File: config.mk
export PLATFORM = sky130hd
export DESIGN_NAME = seq_detect_param
export DESIGN_NICKNAME = d
export VERILOG_FILES = /design/src/rtl/seq_detect_param.sv
export SDC_FILE = /design/constraint.sdc
export NUM_CORES = 1
export LEC_CHECK = 0
export BUFFER_PORTS_ARGS = -buffer_cell sky130_fd_sc_hd__buf_2
export CAP_MARGIN = 20
export CORE_MARGIN = 4
export CORE_UTILIZATION = 40
export DETAILED_ROUTE_END_ITERATION = 8
export PLACE_DENSITY = 0.59
export SLEW_MARGIN = 20
export SYNTH_ARGS = -nofsm -noshare
export SYNTH_HDL_FRONTEND = slang
export SYNTH_SLANG_ARGS = --single-unit
File: constraint.sdc
create_clock -name clk -period 3.7 [get_ports clk]
set_input_delay 0.185 -clock clk [delete_from_list [all_inputs] [get_ports clk]]
set_output_delay 0.185 -clock clk [all_outputs]
set_load 0.02 [all_outputs]
File: src/rtl/seq_detect_param.sv
// seq_detect_param: serial pattern detector with a runtime-loadable pattern
// of 1..PAT_WIDTH bits. It supports overlapping and non-overlapping matching,
// a Mealy match flag, a registered match flag and a saturating match counter.
module seq_detect_param #(
    parameter int unsigned          PAT_WIDTH = 4,
    parameter int unsigned          CNT_WIDTH = 8,
    parameter logic [PAT_WIDTH-1:0] PAT_RESET = 4'b1011
) (
    input  logic                           clk,
    input  logic                           rst,
    input  logic                           x,
    input  logic                           x_valid,
    input  logic                           cfg_load,
    input  logic [PAT_WIDTH-1:0]           cfg_pattern,
    input  logic [$clog2(PAT_WIDTH+1)-1:0] cfg_len,
    input  logic                           cfg_overlap,
    input  logic                           cnt_clr,
    output logic                           z,
    output logic                           z_q,
    output logic [CNT_WIDTH-1:0]           match_cnt
);

    localparam int unsigned   LW      = $clog2(PAT_WIDTH + 1);
    localparam logic [LW-1:0] LEN_MAX = LW'(PAT_WIDTH);

    logic [PAT_WIDTH-1:0] pat_q;
    logic [LW-1:0]        len_q;
    logic                 ovl_q;
    logic [LW-1:0]        len_clamped;

    logic [PAT_WIDTH-1:0] hist_q, hist_d;
    logic [LW-1:0]        fill_q, fill_d;
    logic [CNT_WIDTH-1:0] cnt_q, cnt_d;

    logic [PAT_WIDTH-1:0] window;
    logic [PAT_WIDTH-1:0] mask;
    logic                 fill_ok;

    // Lengths of 0 or beyond the register width fall back to the full width.
    always_comb begin
        len_clamped = cfg_len;
        if (cfg_len == '0 || cfg_len > LEN_MAX) begin
            len_clamped = LEN_MAX;
        end
    end

    // Match condition on the candidate window; suppressed by reset and cfg_load.
    always_comb begin
        window = {hist_q[PAT_WIDTH-2:0], x};
        mask   = '0;
        for (int unsigned i = 0; i < PAT_WIDTH; i++) begin
            mask[i] = (i < 32'(len_q));
        end
        fill_ok = ((LW+1)'(fill_q) + (LW+1)'(1)) >= (LW+1)'(len_q);
        z = x_valid & ~cfg_load & ~rst & fill_ok &
            ((window & mask) == (pat_q & mask));
    end

    // Next-state for the history, fill level and saturating counter.
    always_comb begin
        hist_d = hist_q;
        fill_d = fill_q;
        cnt_d  = cnt_q;
        if (cfg_load) begin
            hist_d = '0;
            fill_d = '0;
        end else if (x_valid) begin
            hist_d = window;
            if (z && !ovl_q) begin
                fill_d = '0;
            end else if (fill_q != LEN_MAX) begin
                fill_d = fill_q + 1'b1;
            end
        end
        if (cnt_clr) begin
            cnt_d = '0;
        end else if (z && cnt_q != '1) begin
            cnt_d = cnt_q + 1'b1;
        end
    end

    // Configuration registers, loaded only on the cfg_load strobe.
    always_ff @(posedge clk or posedge rst) begin
        if (rst) begin
            pat_q <= PAT_RESET;
            len_q <= LEN_MAX;
            ovl_q <= 1'b1;
        end else if (cfg_load) begin
            pat_q <= cfg_pattern;
            len_q <= len_clamped;
            ovl_q <= cfg_overlap;
        end
    end

    // Detection state, registered match flag and counter.
    always_ff @(posedge clk or posedge rst) begin
        if (rst) begin
            hist_q <= '0;
            fill_q <= '0;
            cnt_q  <= '0;
            z_q    <= 1'b0;
        end else begin
            hist_q <= hist_d;
            fill_q <= fill_d;
            cnt_q  <= cnt_d;
            z_q    <= z;
        end
    end

    assign match_cnt = cnt_q;

endmodule

==> flow_summary_export.csv <==
group,metric,value,unit
final_layout,fin_util,0.473,
global_route,grt_first_pass_wirelength,4170,µm
cts,clockBufferDepth,2,
drt,via_per_inst,4.91,
global_route,antenna_found_initial,0,
cts,cts.sinks,23,
floorplan,coreArea,3050,µm²
cts,htree_levels,1,
synthesis,synth_area_leaders,"dfrtp_1 (35%), dfstp_2 (10%), ha_1 (6.8%)",
synthesis,netlist.area_leader.share,0.352,
power_and_ir_drop,p_sw,117,µW
final_layout,drive_gt1_frac,0.284,
cts,hold_buffers,0,
synthesis,synth.distinct_cells,35,
setup_path,startpoint_type,"flop",
sta,rsz0062_at_grt,"no",
synthesis,synth.avg_cell_area,10.2,µm²
sta,timing.setup.tns,0,ns
power_and_ir_drop,clockPowerShare,0.249,
power_and_ir_drop,seqPwrFrac,0.615,
global_route,track_usage,0.126,
setup_path,critPathTopFamily,"adder cells",
power_and_ir_drop,leakage,0.704,nW
synthesis,async_flop_share,1.00,
cts,path_clk_slew,0.12,ns
final_layout,multi_input_area,638,µm²
sta,min_period,2.67,ns
drt,dr.pass1.iters,4,
floorplan,ioPinCount,24,
run_status,status,"complete, no violations",
sta,worst_slew_pin_slew,0.866,ns
setup_path,cp_max_fo,11,
cts,cts_buffers,3,
synthesis,synthCells,126,
synthesis,synth-main-ff-cell,"dfrtp_1",
run,cap_violations,0,
setup_path,crit_type,"reg2out",
synthesis,syn_area,1280,µm²
power_and_ir_drop,cellInternalPower,336,µW
synthesis,syn-num-nets,147,
setup_path,critical_path_arrival,2.49,ns
sta,hold_viol_final,0,
sta,period_share,0.722,
floorplan,rows,20,
placement,place_hpwl,1820,µm
sta,finClkSkew,0.00493,ns
worst_hold_path,hp-class,"in2async",
final_layout,syn_to_final_growth,12.7,%
sta,maxClockFrequency,0.374,GHz
drt,drtIter0Drc,11,
floorplan,start_util,0.420,
final_layout,nets,170,
drt,wl,2390,µm
power_and_ir_drop,sw_frac_of_total,0.259,
placement,gp_congestion,0.823,
final_layout,final-seq-area,582,µm²
sta,setup-violations-final,0,
sta,slew_violations,0,
drt,routedWlPerCell,12.4,µm
setup_path,cp-end-kind,"output port",
setup_path,path_cells,"ha_1, xor2_1, ha_1, o21ai_0, o21ai_0, nand4_1, inv_1, buf_2",
power_and_ir_drop,pwr_density_cell,314,nW/µm²
cts,clk_latency,0.30,ns
power_and_ir_drop,combPwrFrac,0.135,
setup_path,cp.required,3.51,ns
setup_path,critical-path-slowest-cell,"dfrtp_1",
synthesis,synth_edf_count,0,
floorplan,fp.dieH,64.6,µm
drt,route.detailed.drc,0,
floorplan,die_w,64.6,µm
setup_path,cpPeakStageDelay,0.47,ns
final_layout,antenna_cells,0,
synthesis,ys_seq_elements,23,
cts,cts_tree,"done",
cts,cts_setup_buffers,0,
global_route,grt_max_degree,24,
global_route,gr-total-overflow,0,
synthesis,seq_area_frac_synth,0.454,
sta,maxSlewHeadroom,0.422,
setup_path,path_buf_inv,2,
floorplan,dieArea,4170,µm²
global_route,grt_pass1_vias,965,
power_and_ir_drop,irDropWorstVdd,0.000222,V
placement,port_buffers,23,
drt,ant_nets,0,
cts,ctsResizeCount,0,
cts,cts-root-buf,"clkbuf_4",
synthesis,synth.largest_area_cell,"dfrtp_1",
drt,vias,942,
final_layout,num-fill-cells,314,
synthesis,yosys_warnings,0,
layer usage:
layer  share of wire  track usage  up-vias
met3           0.044       0.0399        2
met4          0.0055       0.0237        0
met1            0.49        0.153      432
li1                -            -      493
met2            0.46        0.219       15
met5               0            0        -
synthesized netlist by cell type (2+ instances only):
library cell,n
nor2_1,13
nand4_1,2
buf_6,2
o21ai_0,6
ha_1,7
or4_1,2
dfrtp_1,18
inv_1,7
xor2_1,5
nand2_1,7
dfstp_2,5
a21oi_1,6
nor2b_1,5
mux2_2,7
nor4_1,2
nand2b_1,2
or3_1,2
nor3_1,2
mux2i_1,5
nand3_1,5
clkbuf_1,2
worst reg2reg max path, cell delays in order, from the launching register on:
cell,delay (ns)
dfrtp_1,0.47
ha_1,0.28
xor2_1,0.16
ha_1,0.27
o21ai_0,0.06
o21ai_0,0.16
nand4_1,0.35
nor4_1,0.41
mux2_1,0.35
power groups by stage:
stage / registers, mW / logic [mW] / clock network, mW
finish: 0.279 / 0.0614 / 0.113
global route: 0.281 / 0.0718 / 0.129
CTS: 0.279 / 0.0630 / 0.121
detailed placement: 0.284 / 0.0628 / 0
global placement: 0.283 / 0.0601 / 0
floorplan: 0.280 / 0.0475 / 0
placed cells by master (no fill, tap or decap), types with 6 or more instances in the layout:
cell type  synthesis  final
buf_2              1     23
ha_1               7      7
inv_1              7      7
a21oi_1            6      6
nor2_1            13     13
nand2_1            7      7
mux2_2             7      7
dfrtp_1           18     18
o21ai_0            6      6
registers in the layout, indices dropped and copies added (netlist names):
signal,flops
fill_q,3
hist_q,3
len_q,3
match_cnt,8
ovl_q,1
pat_q,4
z_q,1
cell families (layout without fill, tap and decap cells):
group,Yosys count,after routing,synth area share
adders and majority gates,7,7,0.0684
xor gates and xnor gates,5,5,0.0342
and+or+nand+nor,45,45,0.179
DFF,23,23,0.454
muxes,13,13,0.109
AOI/OAI and AO/OA,21,21,0.107
buffers and inverters,12,34,0.0479
path summary, 6_finish.rpt:
kind	start	end	slack, ns	cells past startpoint
max reg2reg	fill_q[0]	match_cnt[5]	1.08	8
min	rst	hist_q[0]	0.05	2
max	fill_q[0]	z	1.03	8
min reg2reg	len_q[2]	len_q[2]	0.53	2
max in group asynchronous	rst	match_cnt[5]	3.12	2
min in group clk	cfg_pattern[2]	pat_q[2]	0.11	2
through the flow:
step                cell area [µm²]  std cells  setup WS [ns]  hold slack (ns)  total power, mW
floorplan                      1280        126           1.44            0.183            0.328
global placement               1420        188           1.21            0.416            0.343
detailed placement             1420        188           1.10            0.421            0.347
CTS                            1440        192           1.02           0.0684            0.463
global route                   1440        192          0.770           0.0782            0.483
finish                         1440        192           1.03           0.0476            0.454
final cells by class:
| class | count | share of cell area |
|---|---|---|
| clock inverters | 1 | 0.00347 |
| clock buffers | 3 | 0.0156 |
| inverters | 7 | 0.0182 |
| repair buffers | 23 | 0.0797 |
| multi-input cells | 91 | 0.442 |
| well taps | 44 | 0.0381 |
| flip-flops and latches | 23 | 0.403 |
Power figures use the tool's default switching activity.
